`config.mk`:
```
export PLATFORM = sky130hd
export DESIGN_NAME = uart_rx_pkt_ctrl
export DESIGN_NICKNAME = d
export VERILOG_FILES = /design/src/rtl/uart_rx_pkt_ctrl.sv
export SDC_FILE = /design/constraint.sdc
export NUM_CORES = 1
export LEC_CHECK = 0
export BUFFER_PORTS_ARGS = -buffer_cell sky130_fd_sc_hd__buf_2
export CORE_ASPECT_RATIO = 0.5
export CORE_MARGIN = 2
export CORE_UTILIZATION = 55
export CTS_CLUSTER_SIZE = 30
export DETAILED_ROUTE_END_ITERATION = 10
export PLACE_DENSITY = 0.82
export RECOVER_POWER = 25
export REMOVE_ABC_BUFFERS = 1
export SLEW_MARGIN = 20
export SYNTH_ARGS = -nofsm -noshare
export SYNTH_HDL_FRONTEND = slang
export SYNTH_SLANG_ARGS = --single-unit
```
`constraint.sdc`:
```
create_clock -name clk -period 4.1 [get_ports clk]
set_clock_uncertainty 0.05 [all_clocks]
set_input_delay 0.615 -clock clk [delete_from_list [all_inputs] [get_ports clk]]
set_output_delay 0.615 -clock clk [all_outputs]
set_load 0.02 [all_outputs]
```
`src/rtl/uart_rx_pkt_ctrl.sv`:
```
// rtl/uart_rx_pkt_ctrl.sv - UART packet framing controller: sync hunt, length, payload buffer, XOR check
module uart_rx_pkt_ctrl #(
    parameter logic [7:0] SYNC_BYTE    = 8'hA5,
    parameter int         MAX_LEN      = 16,
    parameter int         TIMEOUT_CLKS = 104160
) (
    input  logic       clk,
    input  logic       reset,
    input  logic       rx_done,
    input  logic [7:0] rx_data,
    output logic       pkt_valid,
    input  logic       pkt_ready,
    output logic [4:0] pkt_len,
    input  logic [3:0] rd_addr,
    output logic [7:0] rd_data,
    output logic       busy,
    output logic       err_len,
    output logic       err_chk,
    output logic       err_timeout,
    output logic       err_ovf
);

    typedef enum logic [2:0] {
        S_HUNT,
        S_LEN,
        S_PAYLOAD,
        S_CHK,
        S_HOLD
    } state_t;

    state_t      r_state;
    state_t      w_next_state;

    logic [7:0]  r_buf [MAX_LEN];
    logic [4:0]  r_pkt_len;
    logic [4:0]  r_idx;
    logic [7:0]  r_chk;
    logic [16:0] r_timer;

    logic        r_pkt_valid;
    logic        r_busy;
    logic        r_err_len;
    logic        r_err_chk;
    logic        r_err_timeout;
    logic        r_err_ovf;

    logic        w_in_frame;
    logic        w_next_in_frame;
    logic        w_len_ok;
    logic        w_last_byte;
    logic        w_timeout;
    logic        w_err_len;
    logic        w_err_chk;
    logic        w_err_ovf;

    assign w_in_frame  = (r_state == S_LEN) || (r_state == S_PAYLOAD) || (r_state == S_CHK);
    assign w_len_ok    = (rx_data != 8'd0) && (rx_data <= 8'(MAX_LEN));
    assign w_last_byte = (r_idx == r_pkt_len - 5'd1);
    // A byte landing on the expiry cycle wins over the timeout.
    assign w_timeout   = w_in_frame && !rx_done && (r_timer == 17'(TIMEOUT_CLKS - 1));

    always_ff @(posedge clk) begin
        if (reset) begin
            r_state <= S_HUNT;
        end else begin
            r_state <= w_next_state;
        end
    end

    always_comb begin
        w_next_state = r_state;
        case (r_state)
            S_HUNT: begin
                if (rx_done && rx_data == SYNC_BYTE) w_next_state = S_LEN;
            end
            S_LEN: begin
                if (rx_done)        w_next_state = w_len_ok ? S_PAYLOAD : S_HUNT;
                else if (w_timeout) w_next_state = S_HUNT;
            end
            S_PAYLOAD: begin
                if (rx_done && w_last_byte) w_next_state = S_CHK;
                else if (w_timeout)         w_next_state = S_HUNT;
            end
            S_CHK: begin
                if (rx_done)        w_next_state = (rx_data == r_chk) ? S_HOLD : S_HUNT;
                else if (w_timeout) w_next_state = S_HUNT;
            end
            S_HOLD: begin
                if (pkt_ready) w_next_state = S_HUNT;
            end
            default: w_next_state = S_HUNT;
        endcase
    end

    always_comb begin
        w_err_len       = (r_state == S_LEN) && rx_done && !w_len_ok;
        w_err_chk       = (r_state == S_CHK) && rx_done && (rx_data != r_chk);
        w_err_ovf       = (r_state == S_HOLD) && rx_done;
        w_next_in_frame = (w_next_state == S_LEN) || (w_next_state == S_PAYLOAD) ||
                          (w_next_state == S_CHK);
    end

    always_ff @(posedge clk) begin
        if (reset) begin
            r_pkt_valid   <= 1'b0;
            r_busy        <= 1'b0;
            r_err_len     <= 1'b0;
            r_err_chk     <= 1'b0;
            r_err_timeout <= 1'b0;
            r_err_ovf     <= 1'b0;
        end else begin
            r_pkt_valid   <= (w_next_state == S_HOLD);
            r_busy        <= w_next_in_frame;
            r_err_len     <= w_err_len;
            r_err_chk     <= w_err_chk;
            r_err_timeout <= w_timeout;
            r_err_ovf     <= w_err_ovf;
        end
    end

    always_ff @(posedge clk) begin
        if (reset) begin
            r_pkt_len <= 5'd0;
            r_idx     <= 5'd0;
            r_chk     <= 8'd0;
            r_timer   <= 17'd0;
        end else begin
            if (r_state == S_LEN && rx_done && w_len_ok) begin
                r_pkt_len <= rx_data[4:0];
                r_chk     <= rx_data;
                r_idx     <= 5'd0;
            end else if (r_state == S_PAYLOAD && rx_done) begin
                r_chk <= r_chk ^ rx_data;
                r_idx <= r_idx + 5'd1;
            end
            // Counts only while staying inside a frame; entry to LEN starts from zero.
            if (w_in_frame && w_next_in_frame && !rx_done) begin
                r_timer <= r_timer + 17'd1;
            end else begin
                r_timer <= 17'd0;
            end
        end
    end

    always_ff @(posedge clk) begin
        if (r_state == S_PAYLOAD && rx_done) begin
            r_buf[r_idx[3:0]] <= rx_data;
        end
    end

    assign rd_data     = r_buf[rd_addr];
    assign pkt_valid   = r_pkt_valid;
    assign pkt_len     = r_pkt_len;
    assign busy        = r_busy;
    assign err_len     = r_err_len;
    assign err_chk     = r_err_chk;
    assign err_timeout = r_err_timeout;
    assign err_ovf     = r_err_ovf;

endmodule
```
==> results.sh <==
export IMPL_synth_simple_area_share=0.106
export IMPL_antenna_found_initial=1
export IMPL_synth_top_family_by_area="multiplexers"
export IMPL_final_max_slew_viol_count=0
export IMPL_m1WireLength_mm=6.32
export IMPL_vias=4058
export IMPL_hpwlAfterDp_mm=9.67
export IMPL_top_layer="met4"
export IMPL_ys_ff_latch=172
export IMPL_synth_ff_type="edfxtp_1"
export IMPL_setup_tns_ns=0
export IMPL_numCtsBuffers=17
export IMPL_cts_resized_gates=0
export IMPL_period_share=0.815
export IMPL_fin_crit_ns=3.34
export IMPL_end_kind="output port"
export IMPL_final_cell_mix="edfxtp_1 (128), dfxtp_1 (44), mux4_2 (40)"
export IMPL_synthArstFlopShare=0
export IMPL_slew_headroom=0.290
export IMPL_rsz0062_at_grt="no"
export IMPL_mappedNetlistArea_sq_mm=0.00706
export IMPL_gp_congestion=0.797
export IMPL_clock_fmax_ghz=0.299
export IMPL_cp_start_kind="input pin"
export IMPL_vdd_drop_max_mv=0.318
export IMPL_synth_compound_area_frac=0.0241
export IMPL_grt_pass1_vias=4019
export IMPL_gr_total_overflow=0
export IMPL_dr_wl_met3_mm=1.18
export IMPL_cts_sinks=172
export IMPL_cts_root_buf="clkbuf_16"
export IMPL_drc=0
export IMPL_cp_arrival_ns=2.68
export IMPL_tightest_slew_ns=1.07
export IMPL_leakage_uw=0.00259
export IMPL_run_status="finished clean"
export IMPL_criticalPathCategory="input pin to output port"
export IMPL_nFillCells=849
export IMPL_final_common_cell="edfxtp_1"
export IMPL_finalHoldViolations=0
export IMPL_path_clk_slew_ns=0.06
export IMPL_num_rows=29
export IMPL_holdBufCountCts=0
export IMPL_p_per_area_mw_per_mm2=450
export IMPL_portBuffers=34
export IMPL_grt_max_degree=33
export IMPL_hold_slack_ns=0.346
export IMPL_crit_required_ns=3.43
export IMPL_drv_cap=0
export IMPL_postCtsSetupBuffers=0
export IMPL_synth_edf_count=128
export IMPL_synth_avg_cell_area_sq_um=15.6
export IMPL_setup_slack_ns=0.759
export IMPL_drive_gt1_frac=0.232
export IMPL_clockBufferDepth=2
export IMPL_die_y_um=84.1
export IMPL_yosysWarnings=0
export IMPL_drtAntennaViolNets=0
export IMPL_yosysUniqueCellTypes=42
export IMPL_cts_tree="yes"
export IMPL_dieArea_sq_mm=0.0138
export IMPL_syn_to_final_growth_pct=13.0
export IMPL_clkLatencyLatePin_ns=0.43
export IMPL_synthAdderAreaFrac=0.0106
export IMPL_pre_cts_ws_ns=0.735
export IMPL_dr_wl_met2_mm=7.49
export IMPL_setup_viol=0
export IMPL_cts_htree_levels=4
export IMPL_start_util=0.561
export IMPL_synth_mux_area_frac=0.128
export IMPL_core_sq_mm=0.0126
export IMPL_grt_pass1_wl_mm=23.3
export IMPL_final_nets=513
export IMPL_totalWireLength_mm=15.4
export IMPL_grtUsageTotal=0.238
export IMPL_hold_class="input pin to flop"
export IMPL_die_w_um=164
export IMPL_vias_per_cell=6.01
export IMPL_synth_xor_area_frac=0.0434
export IMPL_initialDrtViolationCount=444
export IMPL_detail_route_wl_per_cell_um=22.8
export IMPL_first_pass_iters=5
export IMPL_netlist_instances=452
export IMPL_yosysSeqAreaShare=0.669
export IMPL_crit_path_max_fanout=19
export IMPL_io_pins=35
## sequential cells by signal (all words and copies together), names as in the netlist
register     flops
r_buf          128
r_state          3
r_idx            5
err_len          1
pkt_valid        1
err_timeout      1
err_ovf          1
busy             1
err_chk          1
r_chk            8
r_timer         17
pkt_len          5
## synthesized netlist by cell type, types with 2 or more instances
cell type,count,area [sq um]
nand2b_1,4,25.0
or3_1,2,12.5
buf_2,5,25.0
nor3_1,13,65.1
nor4_1,4,25.0
nand4_1,6,37.5
nand3_1,16,80.1
nor2_1,39,146
buf_1,3,11.3
a31oi_1,6,37.5
nand3b_1,5,37.5
or2_2,5,31.3
ha_1,6,75.1
a21oi_1,13,65.1
xor2_1,20,175
nor4bb_1,3,30.0
xnor2_1,15,131
nor3b_1,3,22.5
o21a_1,2,15.0
and4_1,3,26.3
o41ai_1,2,17.5
dfxtp_1,44,881
o21ai_0,3,15.0
clkbuf_1,10,37.5
edfxtp_1,128,3840
mux4_2,40,901
inv_1,7,26.3
buf_6,3,33.8
nand2_1,29,109
## metrics by stage
step	cell area (sq um)	instances	total power, uW	util
final	7980	675	3590	0.634
after global routing	7980	674	3690	0.634
after CTS	7990	674	3610	0.635
after detailed placement	7390	642	2040	0.587
after global placement	7390	642	2040	0.587
after floorplan	6950	430	1970	-
## routing by layer
metal | global-route usage | vias up
met5 | 0 | -
met4 | 0.0949 | 0
met3 | 0.0677 | 32
met2 | 0.380 | 177
met1 | 0.313 | 2035
li1 | - | 1814
## logic make-up after synthesis
group	Yosys count
xor+xnor	35
compound gates	28
simple gates	142
fa+ha+maj	6
buf+inv	29
flops	172
mux	40
## power breakdown
group	switching [uW]	total, uW	internal, uW
Combinational	85.7	140	54.2
Clock	761	1590	824
Sequential	0.0450	1870	1870
Total	847	3590	2740
## path summary, 6_finish.rpt
kind                 endpoint  cells after the start  slack, ns       start
setup / recovery   rd_data[5]                      5       0.76  rd_addr[0]
hold / removal     r_state[2]                      2       0.35   pkt_ready
setup reg to reg  r_timer[15]                      6       1.70  r_timer[0]
hold reg to reg    r_timer[0]                      1       0.42  r_timer[0]
## worst max-delay path, stage by stage
cell    delay [ns]
buf_2         0.52
buf_4         0.32
mux4_2        0.55
mux4_2        0.48
buf_2         0.18
## area by class of cell
cell class	instances	area (sq um)	share of cell area
sequential	172	4720	0.592
antenna	1	2.50	0.000314
clock buffer	18	429	0.0538
clock inverter	14	165	0.0207
timing repair buffer	42	219	0.0274
inverter	7	26.3	0.00329
tap	170	213	0.0267
multi-input combinational	251	2200	0.276
(Power assumes the default switching activity.)
